**src/rtl/reg_bus_pkg.sv**
```systemverilog
// Shared types and constants for the two-requester register bus arbiter.
package reg_bus_pkg;

  localparam int DATA_W = 32;
  localparam int STRB_W = 4;

  localparam logic OP_WR = 1'b0;
  localparam logic OP_RD = 1'b1;

  typedef enum logic [1:0] {
    ST_IDLE  = 2'd0,
    ST_ISSUE = 2'd1,
    ST_WAIT  = 2'd2,
    ST_RESP  = 2'd3
  } state_t;

endpackage

```
**src/rtl/rr_arbiter2.sv**
```systemverilog
// Two-input round-robin grant; the requester that did not win last time has priority.
module rr_arbiter2 (
  input  logic       clk_sys,
  input  logic       rst_b,
  input  logic [1:0] req,
  input  logic       update,
  input  logic       update_idx,
  output logic       gnt_valid,
  output logic       gnt_idx
);

  logic last_grant_q;
  logic last_grant_d;

  always_comb begin
    last_grant_d = update ? update_idx : last_grant_q;
    gnt_valid    = |req;
    gnt_idx      = req[~last_grant_q] ? ~last_grant_q : last_grant_q;
  end

  // Reset value 1 so requester 0 wins the first arbitration.
  always_ff @(posedge clk_sys or negedge rst_b) begin
    if (!rst_b) last_grant_q <= 1'b1;
    else        last_grant_q <= last_grant_d;
  end

endmodule

```
**src/rtl/reg_bus_arbiter.sv**
```systemverilog
// Shares one register-file access port between two requesters, one transaction
// in flight at a time, with a per-transaction ack timeout.
//
// state | meaning
// IDLE  | arbitrate pending requests, latch winner's op/addr/data/strb
// ISSUE | one-cycle slave enable pulse; zero-wait ack accepted here
// WAIT  | count cycles until matching ack or timeout
// RESP  | one-cycle ack (and err) pulse to the winner, update round-robin
module reg_bus_arbiter
  import reg_bus_pkg::*;
#(
  parameter int          ADDR_BITS = 4,
  parameter int          TIMEOUT   = 16,
  parameter logic [31:0] ERR_DATA  = 32'hDEAD_BEEF
) (
  input  logic                   s_axi_aclk,
  input  logic                   s_axi_aresetn,
  input  logic [2*ADDR_BITS-1:0] m_wr_addr,
  input  logic [1:0]             m_wr_en,
  input  logic [2*DATA_W-1:0]    m_wr_data,
  input  logic [2*STRB_W-1:0]    m_wr_strb,
  output logic [1:0]             m_wr_ack,
  input  logic [2*ADDR_BITS-1:0] m_rd_addr,
  input  logic [1:0]             m_rd_en,
  output logic [DATA_W-1:0]      m_rd_data,
  output logic [1:0]             m_rd_ack,
  output logic [1:0]             m_err,
  output logic [ADDR_BITS-1:0]   s_wr_addr,
  output logic                   s_wr_en,
  output logic [DATA_W-1:0]      s_wr_data,
  output logic [STRB_W-1:0]      s_wr_strb,
  input  logic                   s_wr_ack,
  output logic [ADDR_BITS-1:0]   s_rd_addr,
  output logic                   s_rd_en,
  input  logic [DATA_W-1:0]      s_rd_data,
  input  logic                   s_rd_ack,
  output logic                   busy
);

  localparam int                CNT_W    = $clog2(TIMEOUT);
  localparam logic [CNT_W-1:0]  CNT_LAST = CNT_W'(TIMEOUT - 1);

  state_t               state_q, state_d;
  logic                 win_q, win_d;
  logic                 op_q, op_d;
  logic [CNT_W-1:0]     cnt_q, cnt_d;
  logic [ADDR_BITS-1:0] s_wr_addr_q, s_wr_addr_d;
  logic [ADDR_BITS-1:0] s_rd_addr_q, s_rd_addr_d;
  logic [DATA_W-1:0]    s_wr_data_q, s_wr_data_d;
  logic [STRB_W-1:0]    s_wr_strb_q, s_wr_strb_d;
  logic                 s_wr_en_q, s_wr_en_d;
  logic                 s_rd_en_q, s_rd_en_d;
  logic [1:0]           m_wr_ack_q, m_wr_ack_d;
  logic [1:0]           m_rd_ack_q, m_rd_ack_d;
  logic [1:0]           m_err_q, m_err_d;
  logic [DATA_W-1:0]    m_rd_data_q, m_rd_data_d;
  logic                 busy_q, busy_d;

  logic gnt_valid, gnt_idx, arb_update;
  logic act_ack, done, timed_out;

  rr_arbiter2 u_rr (
    .clk_sys    (s_axi_aclk),
    .rst_b      (s_axi_aresetn),
    .req        (m_wr_en | m_rd_en),
    .update     (arb_update),
    .update_idx (win_q),
    .gnt_valid  (gnt_valid),
    .gnt_idx    (gnt_idx)
  );

  always_comb begin
    state_d     = state_q;
    win_d       = win_q;
    op_d        = op_q;
    cnt_d       = cnt_q;
    s_wr_addr_d = s_wr_addr_q;
    s_rd_addr_d = s_rd_addr_q;
    s_wr_data_d = s_wr_data_q;
    s_wr_strb_d = s_wr_strb_q;
    s_wr_en_d   = 1'b0;
    s_rd_en_d   = 1'b0;
    m_wr_ack_d  = 2'b00;
    m_rd_ack_d  = 2'b00;
    m_err_d     = 2'b00;
    m_rd_data_d = '0;
    arb_update  = 1'b0;
    done        = 1'b0;
    timed_out   = 1'b0;
    act_ack     = (op_q == OP_WR) ? s_wr_ack : s_rd_ack;

    case (state_q)
      ST_IDLE: begin
        if (gnt_valid) begin
          win_d   = gnt_idx;
          state_d = ST_ISSUE;
          // Write wins over read within the same requester.
          if (m_wr_en[gnt_idx]) begin
            op_d        = OP_WR;
            s_wr_en_d   = 1'b1;
            s_wr_addr_d = gnt_idx ? m_wr_addr[2*ADDR_BITS-1:ADDR_BITS] : m_wr_addr[ADDR_BITS-1:0];
            s_wr_data_d = gnt_idx ? m_wr_data[2*DATA_W-1:DATA_W] : m_wr_data[DATA_W-1:0];
            s_wr_strb_d = gnt_idx ? m_wr_strb[2*STRB_W-1:STRB_W] : m_wr_strb[STRB_W-1:0];
          end else begin
            op_d        = OP_RD;
            s_rd_en_d   = 1'b1;
            s_rd_addr_d = gnt_idx ? m_rd_addr[2*ADDR_BITS-1:ADDR_BITS] : m_rd_addr[ADDR_BITS-1:0];
          end
        end
      end
      ST_ISSUE: begin
        if (act_ack) begin
          done = 1'b1;
        end else begin
          state_d = ST_WAIT;
          cnt_d   = '0;
        end
      end
      ST_WAIT: begin
        if (act_ack) begin
          done = 1'b1;
        end else if (cnt_q == CNT_LAST) begin
          done      = 1'b1;
          timed_out = 1'b1;
        end else begin
          cnt_d = cnt_q + 1'b1;
        end
      end
      ST_RESP: begin
        arb_update = 1'b1;
        state_d    = ST_IDLE;
      end
      default: state_d = ST_IDLE;
    endcase

    if (done) begin
      state_d        = ST_RESP;
      m_err_d[win_q] = timed_out;
      if (op_q == OP_WR) begin
        m_wr_ack_d[win_q] = 1'b1;
      end else begin
        m_rd_ack_d[win_q] = 1'b1;
        m_rd_data_d       = timed_out ? ERR_DATA : s_rd_data;
      end
    end

    busy_d = (state_d != ST_IDLE);
  end

  always_ff @(posedge s_axi_aclk or negedge s_axi_aresetn) begin
    if (!s_axi_aresetn) begin
      state_q     <= ST_IDLE;
      win_q       <= 1'b0;
      op_q        <= OP_WR;
      cnt_q       <= '0;
      s_wr_addr_q <= '0;
      s_rd_addr_q <= '0;
      s_wr_data_q <= '0;
      s_wr_strb_q <= '0;
      s_wr_en_q   <= 1'b0;
      s_rd_en_q   <= 1'b0;
      m_wr_ack_q  <= 2'b00;
      m_rd_ack_q  <= 2'b00;
      m_err_q     <= 2'b00;
      m_rd_data_q <= '0;
      busy_q      <= 1'b0;
    end else begin
      state_q     <= state_d;
      win_q       <= win_d;
      op_q        <= op_d;
      cnt_q       <= cnt_d;
      s_wr_addr_q <= s_wr_addr_d;
      s_rd_addr_q <= s_rd_addr_d;
      s_wr_data_q <= s_wr_data_d;
      s_wr_strb_q <= s_wr_strb_d;
      s_wr_en_q   <= s_wr_en_d;
      s_rd_en_q   <= s_rd_en_d;
      m_wr_ack_q  <= m_wr_ack_d;
      m_rd_ack_q  <= m_rd_ack_d;
      m_err_q     <= m_err_d;
      m_rd_data_q <= m_rd_data_d;
      busy_q      <= busy_d;
    end
  end

  assign s_wr_addr = s_wr_addr_q;
  assign s_rd_addr = s_rd_addr_q;
  assign s_wr_data = s_wr_data_q;
  assign s_wr_strb = s_wr_strb_q;
  assign s_wr_en   = s_wr_en_q;
  assign s_rd_en   = s_rd_en_q;
  assign m_wr_ack  = m_wr_ack_q;
  assign m_rd_ack  = m_rd_ack_q;
  assign m_err     = m_err_q;
  assign m_rd_data = m_rd_data_q;
  assign busy      = busy_q;

endmodule

```
**config.mk**
```make
export PLATFORM = sky130hd
export DESIGN_NAME = reg_bus_arbiter
export DESIGN_NICKNAME = d
export VERILOG_FILES = /design/src/rtl/reg_bus_pkg.sv /design/src/rtl/rr_arbiter2.sv /design/src/rtl/reg_bus_arbiter.sv
export SDC_FILE = /design/constraint.sdc
export NUM_CORES = 1
export LEC_CHECK = 0
export CAP_MARGIN = 0
export CORE_UTILIZATION = 30
export DETAILED_ROUTE_END_ITERATION = 6
export PLACE_DENSITY = 0.73
export SETUP_SLACK_MARGIN = 0.4
export SKIP_LAST_GASP = 1
export SYNTH_ARGS = -nofsm -noshare
export SYNTH_HDL_FRONTEND = slang
export SYNTH_SLANG_ARGS = --single-unit
```
**constraint.sdc**
```tcl
create_clock -name s_axi_aclk -period 4.3 [get_ports s_axi_aclk]
set_clock_uncertainty 0.2 [all_clocks]
set_input_delay 0.86 -clock s_axi_aclk [delete_from_list [all_inputs] [get_ports s_axi_aclk]]
set_output_delay 0.86 -clock s_axi_aclk [all_outputs]
set_load 0.01 [all_outputs]
```
==> results of run 1 <==
-- stage by stage --
| step | std cells | setup slack [ns] |
|---|---|---|
| final | 718 | 1.53 |
| after global routing | 718 | 1.38 |
| after CTS | 718 | 1.51 |
| after global placement | 702 | 1.23 |
| after floorplan | 324 | 1.79 |
| after detailed placement | 702 | 1.15 |
-- cell type report --
class	instances	area share
Sequential cell	94	0.343
Timing Repair Buffer	215	0.314
Multi-Input combinational cell	209	0.267
Clock buffer	11	0.0368
Tap cell	180	0.0328
Clock inverter	5	0.00492
Inverter	4	0.00219
-- placed cells by master (no fill, tap or decap), drive strengths merged, types with 3 or more instances in the layout --
master         instances
clkdlybuf4s50        211
dfrtp                 93
mux2                  89
nand2                 32
a21oi                 32
clkbuf                11
nor2                   9
and2                   8
o21ai                  7
nor3                   6
ha                     5
inv                    4
nand2b                 4
buf                    4
clkinv                 3
-- critical path, stage by stage --
cell             delay [ns]
clkdlybuf4s50_1        0.53
nand2b_1               0.14
nor2_1                 0.08
nor3b_4                0.26
buf_4                  0.48
mux2_2                 0.39
-- registers in the layout, indices dropped and copies added, names as in the netlist, 2 cells and up --
name	cells
m_err	2
state_q	2
s_rd_addr	4
s_wr_addr	4
cnt_q	4
s_wr_strb	4
m_rd_data	32
s_wr_data	32
m_wr_ack	2
m_rd_ack	2
-- cell usage after synthesis (all sizes together) --
cell type	count
dfrtp	93
mux2	89
a21oi	32
nand2	32
buf	10
nor2	9
and2	8
clkbuf	7
o21ai	7
nor3	6
ha	5
inv	4
nand2b	4
mux2i	2
nand3	2
nor3b	2
a211o	1
a21bo	1
a21o	1
a22o	1
a32o	1
and3	1
and4	1
dfstp	1
nor2b	1
o21bai	1
or2	1
or3	1
-- how the worst max path moves through the flow --
| stage | endpoint | slack [ns] | from |
|---|---|---|---|
| global route | s_wr_addr[1]$_DFFE_PN0P_ | 1.38 | m_wr_en[0] |
| CTS | s_wr_addr[1]$_DFFE_PN0P_ | 1.51 | m_wr_en[0] |
| floorplan | s_wr_addr[0]$_DFFE_PN0P_ | 1.79 | m_rd_en[1] |
| global placement | s_wr_strb[0]$_DFFE_PN0P_ | 1.23 | m_wr_en[0] |
| finish | s_wr_strb[3]$_DFFE_PN0P_ | 1.53 | m_wr_en[0] |
| detailed placement | s_wr_addr[1]$_DFFE_PN0P_ | 1.15 | m_wr_en[0] |
-- power breakdown --
group,switching (mW),internal [mW],total [mW],leakage [nW]
Combinational,0.775,1.12,1.89,1.63
Clock,0.323,0.422,0.745,0.138
Sequential,0.171,1.21,1.38,1.19
Total,1.27,2.75,4.02,2.96
-- per-layer routing --
layer | part of all wire | vias up | wire (µm)
li1 | - | 1539 | -
met1 | 0.41 | 1600 | 4580
met2 | 0.52 | 96 | 5880
met3 | 0.047 | 20 | 533
met4 | 0.025 | 0 | 280
met5 | 0 | - | 0
-- kinds of logic after synthesis --
group                    count (synthesis)
AO/OA/AOI/OAI                           45
adder cells (fa/ha/maj)                  5
buffers and inverters                   21
flip-flops                              94
multiplexers                            91
AND/OR/NAND/NOR                         68
==> summary.md, run 1 <==
| Metric | Value |
|---|---|
| Starting Density | `0.309` |
| Sequential cell area | `~2400 µm²` |
| Fin util | `0.491` |
| Flops & latches, synth | `94` |
| Hold WC Path Type | `reg2reg` |
| Setup Buffers After CTS | `0` |
| Worst slew pin tran | `approximately 1.0 ns` |
| Synth area leader | `dfrtp_1` |
| Die width | `122 µm` |
| Final hold vios | `0` |
| Run status | `completed` |
| First-pass DRT Iterations | `4` |
| Cts repair resizes | `0` |
| Placed Area | `approximately 6600 µm²` |
| Gr usage total | `0.150` |
| RR Endpoint | `m_rd_ack[1]$_DFF_PN0_` |
| Die area | `14900 µm²` |
| Worst path required time | `~4.3 ns` |
| FP Rows | `43` |
| Synth Area in Simple Gates | `0.0753` |
| Hold path depth | `1` |
| Fmax | `~360 MHz` |
| Fillers | `approximately 1200` |
| Mux share of post-synthesis cell area | `0.275` |
| Core Region | `14000 µm²` |
| Synth Area in XOR/XNOR | `0` |
| DRC | `0` |
| Synth Area in Compound Gates | `0.0573` |
| Clock sinks | `94` |
| Syn_nets | `roughly 460` |
| Hold_buf cts | `0` |
| HPWL Detailed | `approximately 8.4 mm` |
| Hold slack | `about 0.3 ns` |
| Leak | `2.96 nW` |
| GP Congestion | `just over 0.8` |
| Clock buffer depth | `2` |
| Routed len/inst | `between 15 and 20 µm` |
| # Max-Cap Violations | `0` |
| Worst setup SP type | `input pin` |
| Adder-cell share of the synthesized area | `0.0145` |
| Final Max Slew Viols | `0` |
| Worst-Skew Late Latency | `~0.33 ns` |
| Top cell type's share of synthesized area | `0.539` |
| Total Power | `4.02 mW` |
| Reg2reg setup slack | `a little under 2 ns` |
| CP Capture Type | `register` |
| Vias | `around 3300` |
| WHS Endpoint | `s_rd_addr[3]$_DFFE_PN0P_` |
| # diodes | `0` |
| Worst vdd ir | `approximately 0.00028 V` |
| Met1 usage | `0.172` |
| First-pass GRT wire length | `17.2 mm` |
| R2r worst-path depth | `6` |
| Post-detailed-route count of antenna-violating nets | `0` |
| Clock buffer count from CTS | `9` |
| Vias in the first global route | `between 3000 and 4000` |
| Post-synthesis sequential area ratio | `0.545` |
| RSZ-0062 raised after global routing | `no` |
| Worst setup path class | `in2reg` |
| Antenna violations before repair | `0` |
| Launching point of the worst reg2reg path | `state_q[0]$_DFF_PN0_` |
| Final Cell Area | `6870 µm²` |
| Synth unique cells | `34` |
| Grt ovf | `0` |
| Port-buffer cells | `approximately 210` |
| Post-Route WL | `~11 mm` |
| Final Setup Violations | `0` |
| Met3 Usage GRT | `0.0201` |
| Syn_area_per_cell | `~13 µm²` |
| Relative slew slack | `0.317` |
| CTS tree | `done` |
| Most area-consuming cells after synthesis | `dfrtp_1, mux2_4, mux2_2, a21oi_1, nand2_1` |
| M2 GR Usage | `0.273` |
| CP Max Fanout | `40` |
| Post-layout minimum cycle time | `approximately 2.8 ns` |
| Nets | `666` |
| Fin crit share | `0.645` |
| P&R area growth vs syn | `58.9%` |
| Pwr/cell area | `585 nW/µm²` |
| Multi-input combinational cell area | `between 1500 and 2000 µm²` |
| Root buffer cell | `clkbuf_16` |
| Pin count of the biggest net entering global routing | `a little over 80` |
| I/O pin count | `approximately 210` |
| Iteration-0 DRC Markers | `between 100 and 150` |
| Post-DR vias/cell | `4.53` |
| Die height | `approximately 120 µm` |
| Ys Warns | `0` |
| Fin Setup TNS | `0 ns` |
| Synthesized area | `roughly 4300 µm²` |
| Synthesized instance count | `324` |
| Share of layout cells above drive strength 1 | `0.212` |
| Main combinational cell family by area after synthesis | `multiplexers` |
| Clock Pin Slew Worst Setup and Hold Paths | `roughly 0.07 ns` |
| H-tree depth | `3` |
| WP data arrival | `between 2 and 3 ns` |
| Min-delay src | `s_rd_addr[3]$_DFFE_PN0P_` |
| GR peak layer | `met2` |
Note: power is estimated with default switching activity, not from simulation.
==> run 2: changes to the inputs <==
- PLACE_DENSITY: 0.73 -> 0.75
- clock period: 4.3 -> 2.52 ns (I/O delays scaled with it)
==> run 2 against run 1 <==
  * Sequential power is 72% higher
  * Final cell count is 4.5% higher
  * First-iteration DRC count is 14% lower
  * Non-clock buffer count is 32 higher
  * Via count is 5.7% higher
  * Register-to-register slack worse by 1.5 ns
  * Total power is 96% higher
  * Combinational power is 110% higher
  * Core utilization is 4.3 points higher
  * Clock power is 97% higher
  * Critical path depth is 2 higher
  * Critical path type unchanged
  * Critical endpoint is now s_wr_data[3]$_DFFE_PN0P_
  * Largest power group unchanged
  * Highest routed layer unchanged
==> summary.md, run 2 (synthesis gave the netlist of run 1 again) <==
| Metric | Value |
|---|---|
| Run status | `completed (unchanged)` |
| Vias | `3441 (was 3255)` |
| RSZ-0062 raised after global routing | `yes (was no)` |
| Clk pwr share | `0.187 (was 0.185)` |
| I/O pin count | `213 (unchanged)` |
| Hold WC Path Type | `reg2reg (unchanged)` |
| Starting Density | `0.309 (unchanged)` |
| # diodes | `0 (unchanged)` |
| Final Max Slew Viols | `0 (unchanged)` |
| Post-Route WL | `12.4 mm (was 11.3 mm)` |
| Die area | `14900 µm² (unchanged)` |
| FP Rows | `43 (unchanged)` |
| Pin count of the biggest net entering global routing | `41 (was 83)` |
| Grt ovf | `0 (unchanged)` |
| Clock buffer depth | `2 (unchanged)` |
| Worst vdd ir | `0.000417 V (was 0.000281 V)` |
| Antenna violations before repair | `0 (unchanged)` |
| CP Max Fanout | `4 (was 40)` |
| Most frequent cells in the layout | `clkdlybuf4s50_1, dfrtp_1, mux2_4 (was clkdlybuf4s50_1, dfrtp_1, mux2_2)` |
| GP Congestion | `0.783 (was 0.808)` |
| Leak | `3.33 nW (was 2.96 nW)` |
| Worst slew pin tran | `0.516 ns (was 1.02 ns)` |
| Final WS setup | `0.425 ns (was 1.53 ns)` |
| Fin util | `0.534 (was 0.491)` |
| Most common cell after layout, fill and taps aside | `clkdlybuf4s50_1 (unchanged)` |
| Worst-Skew Late Latency | `0.35 ns (was 0.33 ns)` |
| Fillers | `1194 (was 1233)` |
| Gr usage total | `0.169 (was 0.150)` |
| Fmax | `around 480 MHz` |
| First-pass DRT Iterations | `4 (unchanged)` |
| # Max-Cap Violations | `0 (unchanged)` |
| Final hold vios | `0 (unchanged)` |
| Routed len/inst | `16.5 µm (was 15.7 µm)` |
| Clock sinks | `94 (unchanged)` |
| Nets | `698 (was 666)` |
| Worst setup path class | `in2reg (unchanged)` |
| Post-Place Setup Slack | `-0.166 ns (was 1.15 ns)` |
| Die height | `122 µm (unchanged)` |
| Worst path required time | `2.55 ns (was 4.31 ns)` |
| Root buffer cell | `clkbuf_16 (unchanged)` |
| P&R area growth vs syn | `72.8% (was 58.9%)` |
| Final Cell Area | `7470 µm² (was 6870 µm²)` |
| Net Sw Power | `2.38 mW (was 1.27 mW)` |
| HPWL Detailed | `8.79 mm (was 8.42 mm)` |
| Placed Area | `6900 µm² (was 6580 µm²)` |
| Switching share of power | `0.303 (was 0.316)` |
| Clock buffer count from CTS | `9 (unchanged)` |
| Post-detailed-route count of antenna-violating nets | `0 (unchanged)` |
| Clock Pin Slew Worst Setup and Hold Paths | `0.07 ns (about the same)` |
| Fin crit share | `0.831` |
| Share of layout cells above drive strength 1 | `0.260 (was 0.212)` |
| Port-buffer cells | `212 (unchanged)` |
| CTS tree | `done (unchanged)` |
| Post-layout minimum cycle time | `roughly 2.1 ns` |
| Flop pwr share | `0.303 (was 0.343)` |
| Hold slack | `0.310 ns (was 0.305 ns)` |
| Part of the power in combinational logic | `0.510 (was 0.471)` |
| P_int | `5.48 mW (was 2.75 mW)` |
| Vias in the first global route | `3864 (was 3413)` |
| First-pass GRT wire length | `19.0 mm (was 17.2 mm)` |
| DRC | `0 (unchanged)` |
| Total Power | `7.86 mW (was 4.02 mW)` |
| Die width | `122 µm (unchanged)` |
| Iteration-0 DRC Markers | `95 (was 110)` |
| Worst setup SP type | `input pin (unchanged)` |
| Pwr/cell area | `1050 nW/µm² (was 585 nW/µm²)` |
| Post-DR vias/cell | `4.59 (was 4.53)` |
| Final Setup Violations | `0 (unchanged)` |
| WP data arrival | `2.13 ns (was 2.79 ns)` |
| CP Capture Type | `register (unchanged)` |
| Relative slew slack | `0.656 (was 0.317)` |
| H-tree depth | `3 (unchanged)` |
| Core Region | `14000 µm² (unchanged)` |
==> run 2: cell types whose count changed in the layout (fill, tap and decap cells not counted), moves of 3 or more <==
cell / previous run / this run
buf_4: 3 / 20
dlygate4sd2_1: 0 / 3
buf_16: 0 / 5
clkdlybuf4s50_1: 211 / 207
buf_12: 1 / 5
buf_6: 0 / 4
mux2_2: 48 / 12
mux2_4: 41 / 77
==> run 2: per-stage QoR <==
step                std cells  setup TNS [ns]
floorplan                 324               0
global placement          720           -3.06
detailed placement        720           -4.77
CTS                       746               0
global route              750               0
finish                    750               0
==> run 2: cell type report <==
type	instances	area (µm²)	area share
flip-flops and latches	94	2350	0.315
clock inverters	5	81.3	0.0109
repair buffers	247	2580	0.345
well taps	180	225	0.0302
multi-input cells	209	1970	0.264
clock buffers	11	243	0.0325
inverters	4	15.0	0.00201
==> run 2: final timing paths <==
path / start / endpoint / slack, ns / cells past startpoint
max in group asynchronous: s_axi_aresetn / s_wr_data[30]$_DFFE_PN0P_ / 1.01 / 3
worst max register to register: u_rr.last_grant_q$_DFFE_PN1N_ / s_wr_data[3]$_DFFE_PN0P_ / 0.45 / 7
min in group asynchronous: s_axi_aresetn / cnt_q[1]$_DFFE_PN0P_ / 0.48 / 2
worst max-delay path: m_rd_en[1] / s_wr_data[3]$_DFFE_PN0P_ / 0.43 / 8
worst min register to register: s_wr_data[1]$_DFFE_PN0P_ / s_wr_data[1]$_DFFE_PN0P_ / 0.31 / 1
worst min-delay path: s_wr_data[1]$_DFFE_PN0P_ / s_wr_data[1]$_DFFE_PN0P_ / 0.31 / 1
==> run 2: per-layer routing <==
metal | global-route usage | vias up | routed length [µm]
li1 | - | 1610 | -
met1 | 0.187 | 1716 | 4980
met2 | 0.315 | 102 | 6690
met3 | 0.0229 | 13 | 473
met4 | 0.0818 | 0 | 245
met5 | 0 | - | 0
==> run 2: critical path: stages <==
cell,delay (ns)
dlygate4sd2_1,0.25
or2_4,0.24
mux2i_4,0.17
buf_6,0.14
buf_6,0.12
clkbuf_16,0.15
mux2_4,0.29
mux2_4,0.26
==> run 2: power by group through the flow <==
stage	Combinational (mW)	Sequential (mW)	Clock, mW
2_1_floorplan	1.85	2.58	0
3_3_place_gp	3.59	2.38	0
3_5_place_dp	3.69	2.39	0
4_1_cts	3.97	2.38	1.52
5_1_grt	4.27	2.44	1.58
6_report	4.01	2.38	1.47
==> run 2: repair_timing <==
action / in CTS / in global routing
endpoints found under the hold margin: 37 / 0
gates resized for setup: 13 / 5
buffers inserted: 5 / 3
setup endpoints to repair: 44 / 29
gates cloned: 4 / 1
hold buffers: 1 / 0
pin swaps: 1 / 1
==> run 3: changes to the inputs <==
- clock period: 2.52 -> 1.8 ns (I/O delays scaled with it)
==> run 3 against run 2 <==
  * The run now ends with negative setup slack left
  * Total power up 60%
  * Global-route usage increased by 1.5 points
  * Flip-flop and latch count unchanged
  * Hold slack worse by 0.038 ns
  * Via count increased by 9.1%
  * Combinational power increased by 82%
  * Sequential share of layout area down 3.2 points
  * Register-to-register slack worse by 0.71 ns
  * First-iteration DRC count up 35%
  * Worst setup slack got worse by 0.70 ns
  * Design area is 11% higher
  * Non-clock buffer count increased by 61
  * Critical endpoint is now s_wr_addr[1]$_DFFE_PN0P_
  * Largest cell class unchanged
  * Highest routed layer unchanged
==> summary.md, run 3 (synthesis gave the netlist of run 1 again) <==
| Metric | Value |
|---|---|
| Run status | `complete, but fails checks (was completed)` |
| Failing checks | `negative setup slack` |
| Hold WC Path Type | `in2reg (was reg2reg)` |
| Grt ovf | `0 (unchanged)` |
| GP Congestion | `0.741 (was 0.783)` |
| Final WS setup | `-0.271 ns (was 0.425 ns)` |
| Most common cell after layout, fill and taps aside | `clkdlybuf4s50_1 (unchanged)` |
| Fillers | `1109 (was 1194)` |
| Final Max Slew Viols | `0 (unchanged)` |
| Placed Cells incl. Taps | `729 (was 720)` |
| Root buffer cell | `clkbuf_16 (unchanged)` |
| Crit-path slowest cell | `clkdlybuf4s50_1 (was mux2_4)` |
| Worst path required time | `1.82 ns (was 2.55 ns)` |
| Die width | `122 µm (unchanged)` |
| RR Endpoint | `s_wr_addr[1]$_DFFE_PN0P_ (was s_wr_data[3]$_DFFE_PN0P_)` |
| Post-DR vias/cell | `4.61 (was 4.59)` |
| WP data arrival | `2.09 ns (was 2.13 ns)` |
| CP Capture Type | `register (unchanged)` |
| Clock sinks | `94 (unchanged)` |
| Final Non-Filler Cells | `814 (was 750)` |
| Fin crit share | `1.15` |
| Vias | `3753 (was 3441)` |
| Met1 usage | `0.208 (was 0.187)` |
| End point of the critical path | `s_wr_addr[1]$_DFFE_PN0P_ (was s_wr_data[3]$_DFFE_PN0P_)` |
| Met3 Usage GRT | `0.0618 (was 0.0229)` |
| DRC | `0 (unchanged)` |
| CTS tree | `done (unchanged)` |
| Most frequent cells in the layout | `clkdlybuf4s50_1, dfrtp_1, mux2_4 (unchanged)` |
| First-pass DRT Iterations | `4 (unchanged)` |
| Iteration-0 DRC Markers | `128 (was 95)` |
| RSZ-0062 raised after global routing | `yes (unchanged)` |
| Gr usage total | `0.184 (was 0.169)` |
| # diodes | `0 (unchanged)` |
| Worst slew pin tran | `0.506 ns (was 0.516 ns)` |
| Starting Density | `0.309 (unchanged)` |
| Worst-Skew Late Latency | `0.34 ns (was 0.35 ns)` |
| M2 GR Usage | `0.332 (was 0.315)` |
| Final hold vios | `0 (unchanged)` |
| Routed len/inst | `17.0 µm (was 16.5 µm)` |
| Post-Place Setup Slack | `-0.683 ns (was -0.166 ns)` |
| Clock Pin Slew Worst Setup and Hold Paths | `0.06 ns (was 0.07 ns)` |
| # Max-Cap Violations | `0 (unchanged)` |
| Worst vdd ir | `0.000743 V (was 0.000417 V)` |
| Reg2reg setup slack | `-0.26 ns (was 0.45 ns)` |
| Fmax | `slightly below 500 MHz` |
| Post-detailed-route count of antenna-violating nets | `0 (unchanged)` |
| Leak | `3.89 nW (was 3.33 nW)` |
| Clock buffer depth | `2 (unchanged)` |
| H-tree depth | `3 (unchanged)` |
| GR peak layer | `met2 (unchanged)` |
| R2r worst-path depth | `7 (unchanged)` |
| CP Launch Point | `m_rd_en[0] (was m_rd_en[1])` |
| FP Rows | `43 (unchanged)` |
| Critical Path, Cell by Cell | `clkdlybuf4s50_1, nor2_2, mux2i_4, buf_12, buf_12, buf_16, mux2_4, mux2_4 (was dlygate4sd2_1, or2_4, mux2i_4, buf_6, buf_6, clkbuf_16, mux2_4, mux2_4)` |
| CP peak stage delay | `0.52 ns (was 0.29 ns)` |
| Post-layout minimum cycle time | `a little over 2 ns` |
| Clock buffer count from CTS | `9 (unchanged)` |
| Worst setup SP type | `input pin (unchanged)` |
| CP Max Fanout | `6 (was 4)` |
| HPWL Detailed | `8.50 mm (was 8.79 mm)` |
| Relative slew slack | `0.663 (was 0.656)` |
| Hold path depth | `4 (was 1)` |
| I/O pin count | `213 (unchanged)` |
| Core Region | `14000 µm² (unchanged)` |
| Pwr/cell area | `1520 nW/µm² (was 1050 nW/µm²)` |
| Nets | `762 (was 698)` |
| Antenna violations before repair | `0 (unchanged)` |
| Die height | `122 µm (unchanged)` |
| P&R area growth vs syn | `92.5% (was 72.8%)` |
| Share of layout cells above drive strength 1 | `0.568 (was 0.260)` |
| Pin count of the biggest net entering global routing | `95 (was 41)` |
| Launching point of the worst reg2reg path | `u_rr.last_grant_q$_DFFE_PN1N_ (unchanged)` |
| Die area | `14900 µm² (unchanged)` |
| Worst setup path class | `in2reg (unchanged)` |
| Port-buffer cells | `212 (unchanged)` |
| Vias in the first global route | `3983 (was 3864)` |
| Final Setup Violations | `47 (was 0)` |
| Post-Route WL | `13.8 mm (was 12.4 mm)` |
| First-pass GRT wire length | `20.7 mm (was 19.0 mm)` |
-- run 3: cell types whose count changed in the layout (fill, tap and decap cells not counted), moves of 9 or more --
cell / previous run / this run
buf_4: 20 / 52
clkdlybuf4s50_1: 207 / 121
a21oi_1: 32 / 7
buf_2: 0 / 51
buf_12: 5 / 14
buf_6: 4 / 54
a21oi_2: 0 / 23
-- run 3: per-stage QoR --
step           setup TNS [ns]  cell area (µm²)   util  hold WS [ns]  total power, mW
5_1_grt                -12.83             8320  0.595         0.275             13.3
4_1_cts                 -9.79             7920  0.566         0.300             11.9
6_report               -10.83             8320  0.595         0.272             12.6
3_3_place_gp           -31.20             7120  0.509         0.255             8.71
2_1_floorplan           -8.76             4700      -        -0.136             6.48
3_5_place_dp           -33.26             7120  0.509         0.254             8.85
-- run 3: worst max-delay path: cells and delay by family --
kind / cells / cell delay [ns]
mux: 3 / 0.76
buf+inv: 4 / 0.90
simple gates: 1 / 0.08
-- run 3: layout make-up --
class | instances | area [µm²] | share of cell area
clock buffer | 11 | 253 | 0.0304
tap | 180 | 225 | 0.0271
clock inverter | 5 | 57.6 | 0.00692
inverter | 4 | 15.0 | 0.00180
timing repair buffer | 308 | 3060 | 0.368
multi-input combinational | 212 | 2350 | 0.283
sequential | 94 | 2350 | 0.283
-- run 3: routing by layer --
layer | up-vias | routed length (µm) | share of wire
met1 | 1873 | 5410 | 0.39
met4 | 0 | 121 | 0.0088
li1 | 1736 | - | -
met2 | 134 | 7290 | 0.53
met5 | - | 0 | 0
met3 | 10 | 981 | 0.071
-- run 3: report_power, final --
part           leakage (nW)  internal [mW]  switching, mW  total, mW
combinational          2.55           4.53           2.76       7.29
clock                 0.144           1.15          0.801       1.95
sequential             1.19           2.89          0.479       3.37
total                  3.89           8.57           4.04       12.6
-- run 3: what timing repair did --
action / in CTS / in global routing
resized for setup: 414 / 42
setup buffers: 34 / 22
endpoints found under the setup margin: 176 / 176
endpoints found under the hold margin: 93 / 0
cloned: 11 / 1
pin swaps: 16 / 13
hold buffers: 1 / 0
-- run 3: worst min path at each step --
stage / start / to / slack (ns)
after floorplan: s_axi_aresetn / busy$_DFF_PN0_ / -0.14
after global placement: s_axi_aresetn / s_wr_data[25]$_DFFE_PN0P_ / 0.26
after detailed placement: s_axi_aresetn / s_wr_data[25]$_DFFE_PN0P_ / 0.25
after CTS: cnt_q[0]$_DFFE_PN0P_ / cnt_q[0]$_DFFE_PN0P_ / 0.30
after global routing: m_wr_en[0] / win_q$_DFFE_PN0P_ / 0.28
final: m_wr_en[0] / win_q$_DFFE_PN0P_ / 0.27
